### src/rtl/gate_and.sv
// Bitwise AND leaf element: combinational A & B plus a one-cycle registered copy
// with valid pulse, all-zero / all-ones flags and a set-bit count.
module gate_and #(
    parameter int N = 4
) (
    input  logic                     clk,
    input  logic                     rst,
    input  logic [N-1:0]             A,
    input  logic [N-1:0]             B,
    input  logic                     in_valid,
    output logic [N-1:0]             F,
    output logic [N-1:0]             F_q,
    output logic                     out_valid,
    output logic                     all_zero_q,
    output logic                     all_ones_q,
    output logic [$clog2(N+1)-1:0]   ones_q
);

    localparam int CW = $clog2(N + 1);

    // Count of set bits; the count width holds the value N itself.
    function automatic logic [CW-1:0] popcount(input logic [N-1:0] v);
        logic [CW-1:0] cnt;
        cnt = {CW{1'b0}};
        for (int i = 0; i < N; i++) begin
            cnt = cnt + CW'(v[i]);
        end
        return cnt;
    endfunction

    logic [N-1:0]  and_s;
    logic          zero_s;
    logic          ones_flag_s;
    logic [CW-1:0] count_s;

    logic [N-1:0]  f_r;
    logic          valid_r;
    logic          zero_r;
    logic          ones_flag_r;
    logic [CW-1:0] count_r;

    // F is never gated by reset so X propagation follows plain four-state AND.
    assign and_s = A & B;
    assign F     = and_s;

    // Derive the flags and the count that get captured alongside the result.
    always_comb begin
        zero_s      = 1'b0;
        ones_flag_s = 1'b0;
        count_s     = popcount(and_s);
        if (and_s == {N{1'b0}}) begin
            zero_s = 1'b1;
        end else begin
            zero_s = 1'b0;
        end
        if (and_s == {N{1'b1}}) begin
            ones_flag_s = 1'b1;
        end else begin
            ones_flag_s = 1'b0;
        end
    end

    // Capture register: reset wins over in_valid; idle cycles hold data and drop valid.
    always_ff @(posedge clk) begin
        if (rst) begin
            f_r         <= {N{1'b0}};
            valid_r     <= 1'b0;
            zero_r      <= 1'b0;
            ones_flag_r <= 1'b0;
            count_r     <= {CW{1'b0}};
        end else if (in_valid) begin
            f_r         <= and_s;
            valid_r     <= 1'b1;
            zero_r      <= zero_s;
            ones_flag_r <= ones_flag_s;
            count_r     <= count_s;
        end else begin
            valid_r     <= 1'b0;
        end
    end

    assign F_q        = f_r;
    assign out_valid  = valid_r;
    assign all_zero_q = zero_r;
    assign all_ones_q = ones_flag_r;
    assign ones_q     = count_r;

endmodule

### config.mk
export PLATFORM = sky130hd
export DESIGN_NAME = gate_and
export DESIGN_NICKNAME = d
export VERILOG_FILES = /design/src/rtl/gate_and.sv
export SDC_FILE = /design/constraint.sdc
export NUM_CORES = 1
export LEC_CHECK = 0
export BUFFER_PORTS_ARGS = -buffer_cell sky130_fd_sc_hd__clkbuf_2
export CORE_UTILIZATION = 35
export CTS_CLUSTER_SIZE = 25
export DETAILED_ROUTE_END_ITERATION = 6
export PLACE_DENSITY = 0.67
export SYNTH_ARGS = -nofsm -noshare
export SYNTH_HDL_FRONTEND = slang
export SYNTH_SLANG_ARGS = --single-unit
### constraint.sdc
create_clock -name clk -period 2.3 [get_ports clk]
set_clock_uncertainty 0.2 [all_clocks]
set_input_delay 0.115 -clock clk [delete_from_list [all_inputs] [get_ports clk]]
set_output_delay 0.115 -clock clk [all_outputs]
set_load 0.01 [all_outputs]
# Yosys cells after proc, flatten, opt, wreduce, memory -nomap -nowiden
# Index checks and enable logic that the tools add are counted.
# Widths: inputs -> output; s select.
# totals
ff_bits	10
inputBits	11
elab_cells	14
# classes
add_sub_neg	3
eq_ne	1
muxes	3
bitwise_logic	1
reduce_logical	1
# op_table
op	count
$and 4x4->4	1
$eq 4x4->1 const B	1
$logic_not 4->1	1
$add 2x1->3	1
$add 3x1->3	1
$mux 1	3
$add 1x1->2	1

# Logic depth before layout (Yosys ltp)
# depth
word_depth	4
ltp_mapped	7
mapped_depth_nobuf	7

# Least setup slack after synthesis
# No wires, ideal clock.
# synth_path
path_kind	in2reg
start	input A[0]
end	register count_r[1], in the netlist ones_q[1]
setup_time_ps	118
arrival_time_ps	1354
setup_slack_ps	628
cell_stages	7
path_cell_list	and2_1 > xor2_1 > ha_1 > ha_1 > ha_1 > mux2i_1 > nor2_1
# synth_between
elab_chain_len	4
# synth_rtl
item	line_no	rtl
start: declaration	8	input logic [N-1:0] A,
$and 4x4->4	43	assign and_s = A & B;
$add 1x1->2	26	cnt = cnt + CW'(v[i]);
$add 2x1->3	26	
$add 3x1->3	26	
named net count_s[1]	34	logic [CW-1:0] count_s;
end signal: assignment	70	count_r <= {CW{1'b0}};
end signal: assignment	76	count_r <= count_s;
end: declaration	40	logic [CW-1:0] count_r;
# The timed path passes the listed nets, and every way through them passes these cells.
# A chain may end at the register's enable or synchronous reset.

# Worst setup path in the final report
# layout_path
start	input B[3]
end	register ones_flag_r, in the netlist all_ones_q
# layout_between
elab_chain_len	3
# layout_rtl
item	line_no	rtl
start: declaration	9	input logic [N-1:0] B,
$and 4x4->4	43	
$eq 4x4->1	56	if (and_s == {N{1'b1}}) begin
$mux 1	56	
end signal: assignment	75	ones_flag_r <= ones_flag_s;
end: declaration	39	logic ones_flag_r;
# No other way between the ends.

==> reports/qor_table.md <==
| Item | Reported | Unit |
|---|---|---|
| Outcome | finished, final reports clean | - |
| Die Outline Area | 0.00154 | mm2 |
| Post-place setup slack | 0.457 | ns |
| Pin count of the biggest net entering global routing | 16 | - |
| Clock tree from TritonCTS | yes | - |
| Gate count after technology mapping | 48 | - |
| Number of enable-type register cells in the synthesized netlist | 0 | - |
| Crit. End Element | flip-flop | - |
| Power Total | 0.430 | mW |
| Vias per cell | 4.93 | - |
| Async set-or-reset flop fraction in the synthesized netlist | 0 | - |
| Library cell contributing the largest single delay on the critical path | sky130_fd_sc_hd__dlygate4sd3_1 | - |
| Cell occurring most often along the worst timing path | sky130_fd_sc_hd__dlygate4sd3_1 | - |
| Wire per inst | 11.8 | um |
| Synth Warn # | 0 | - |
| Top area cells in the synthesized netlist | sky130_fd_sc_hd__dfxtp_1 41%, sky130_fd_sc_hd__ha_1 7.7%, sky130_fd_sc_hd__nand2b_1 7.7%, sky130_fd_sc_hd__mux2i_1 6.2%, sky130_fd_sc_hd__nand4b_4 4.9% | - |
| Final Cell Area | 806 | um2 |
| Startpoint type of the worst setup path | input port | - |
| Count of distinct cell types in the synthesized netlist | 20 | - |
| Max Root-Sink Buffers | 2 | - |
| Die height | 39.3 | um |
| Data required, critical path | 2.32 | ns |
| 1st-iter DRT viols | 14 | - |
| Delay of the slowest cell on the worst path | 0.59 | ns |
| Area share of the largest cell type after synthesis | 0.411 | - |
| WL final | 1.24 | mm |
| CTS Buf Count | 3 | - |
| Global-route total usage across every layer | 0.195 | - |
| Achievable clock frequency | 449 | MHz |
| Classification of the worst-slack hold path | in2reg | - |
| Post-route ant nets | 0 | - |
| Top Ports | 25 | - |
| Via count of the first global-routing pass | 462 | - |
| Critical path's top delay family | buffers and inverters | - |
| Register clock-pin slew on the reported worst setup and hold paths | 0.07 | ns |
| Power Density | 534 | mW/mm2 |
| First-pass GRT wire length | 1.88 | mm |
| Half-perimeter wire length after detailed placement | 746 | um |
| Clk Latency, worst-skew pair | 0.27 | ns |
| Most frequent cells in the layout | 23 x sky130_fd_sc_hd__clkbuf_2, 16 x sky130_fd_sc_hd__dlygate4sd3_1, 10 x sky130_fd_sc_hd__dfxtp_1 | - |
| Antenna violations before repair | 0 | - |
| Setup WS post-layout | 0.0731 | ns |
| Die Span X | 39.3 | um |
| Share of layout cells above drive strength 1 | 0.333 | - |
| Number of detailed-routing iterations run before antenna repair | 4 | - |
| Sequential fraction of the synthesis area | 0.411 | - |
| Kind of critical path | in2reg | - |
| Area after DPL | 609 | um2 |
| Leak pwr | 0.399 | nW |
| Core region area | 0.00130 | mm2 |
| Starting density of the core | 0.374 | - |
| Congestion Overflow GR | 0 | - |
| Syn Nets | 62 | - |
| Clock period minus final worst setup slack | 2.23 | ns |
| Average size of a mapped cell | 10.1 | um2 |
| Area growth from synthesis to layout | 65.6 | % |
| Number of failing setup endpoints in the final timing report | 0 | - |
| Post-Route Utilization | 0.619 | - |
| Number of buffers added for setup after CTS | 0 | - |
| Non-filler cells in the finished layout | 105 | - |
| Final GP Congestion | 0.741 | - |
| Sink count of the clock tree | 10 | - |
| Library cell used as clock root buffer | sky130_fd_sc_hd__clkbuf_4 | - |
| MaxCap Viol Count | 0 | - |
| Number of nets in the finished design | 105 | - |
| Tightest hold margin | 0.0430 | ns |
| Placed Cells | 85 | - |
| Port Buf Inserts | 24 | - |
| Post-route setup TNS | 0 | ns |
| H-tree Lvls | 1 | - |
| Rel. slew slack | 0.770 | - |
| Leading area contributor after synthesis | sky130_fd_sc_hd__dfxtp_1 | - |
| Maximum resistive drop on vdd | 0.361 | mV |
| Inserted Diodes | 0 | - |
| Cell-by-cell listing of the critical path | dlygate4sd3_1 -> buf_2 -> nand4b_4 -> dlygate4sd3_1 -> o32ai_2 -> dlygate4sd3_1 | - |
| Row Count | 13 | - |
| Transition at the pin with the smallest max-transition slack | 0.345 | ns |
| Crit-path max FO | 4 | - |
| Most common cell after layout, fill and taps aside | sky130_fd_sc_hd__clkbuf_2 | - |
| Via count | 518 | - |
| Worst endpoint data arrival time | 2.25 | ns |
| Hold violation total from the final report | 0 | - |
| Final Max Tran Viols | 0 | - |
| Dominant register cell in the synthesized netlist | sky130_fd_sc_hd__dfxtp_1 | - |
| RSZ-0062 raised after global routing | no | - |
| Netlist area before placement | 487 | um2 |
| Crit share post-route | 0.968 | - |
| Number of synthesized register bits | 10 | - |
| Crit path buffers/inverters | 4 | - |
| Remaining design rule violation count | 0 | - |
-- tightest hold or removal path, stage by stage --
cell and delay (ns):
sky130_fd_sc_hd__clkbuf_2 0.09, sky130_fd_sc_hd__nand2_1 0.14, sky130_fd_sc_hd__a31o_1 0.15
-- synth_stat cells, drive strengths merged, types with 2 or more instances --
| cell type | instances |
|---|---|
| dfxtp | 10 |
| nand2b | 6 |
| a21oi | 4 |
| nand3 | 4 |
| and2 | 3 |
| ha | 3 |
| mux2i | 3 |
| nor2 | 3 |
| buf | 2 |
-- per-layer routing --
metal,GRT usage,up-vias,part of all wire
met2,0.313,19,0.50
met3,0.0852,4,0.066
met5,0,-,0
met4,0.103,0,0.020
met1,0.215,240,0.41
li1,-,255,-
-- sequential cells by signal (all words and copies together) (netlist names) --
| register | count |
|---|---|
| ones_q | 3 |
| F_q | 4 |
| out_valid | 1 |
| all_zero_q | 1 |
| all_ones_q | 1 |
-- logic make-up (layout without fill, tap and decap cells) --
logic type / count (synthesis) / after routing / synth area share
mux: 3 / 3 / 0.0617
buf+inv: 3 / 45 / 0.0411
xor+xnor: 1 / 1 / 0.0180
flops: 10 / 10 / 0.411
compound gates: 7 / 7 / 0.113
simple gates: 21 / 21 / 0.278
fa+ha+maj: 3 / 3 / 0.0771
-- final cells by class --
class | count | area, um2
clock buffer | 4 | 36.3
fill | 128 | 495
inverter | 1 | 3.75
sequential | 10 | 200
tap | 15 | 18.8
multi-input combinational | 35 | 267
timing repair buffer | 40 | 280
-- worst paths after layout --
check             from         end  slack, ns  depth (start not counted)
max reg2reg     F_q[0]      F_q[0]       0.92                          3
min reg2reg  ones_q[0]   ones_q[0]       0.30                          2
min               A[2]  all_zero_q       0.04                          3
max               B[3]  all_ones_q       0.07                          6
-- where the power goes --
part           switching [mW]  total, mW  internal (mW)
sequential            0.00336      0.184          0.181
combinational          0.0395     0.0832         0.0436
clock                  0.0666      0.163         0.0963
-- repair_timing --
item	in CTS	in global routing
gates resized for setup	0	1
hold buffers	16	0
endpoints found under the hold margin	7	0
setup endpoints to repair	0	1
Power figures use the tool's default switching activity.
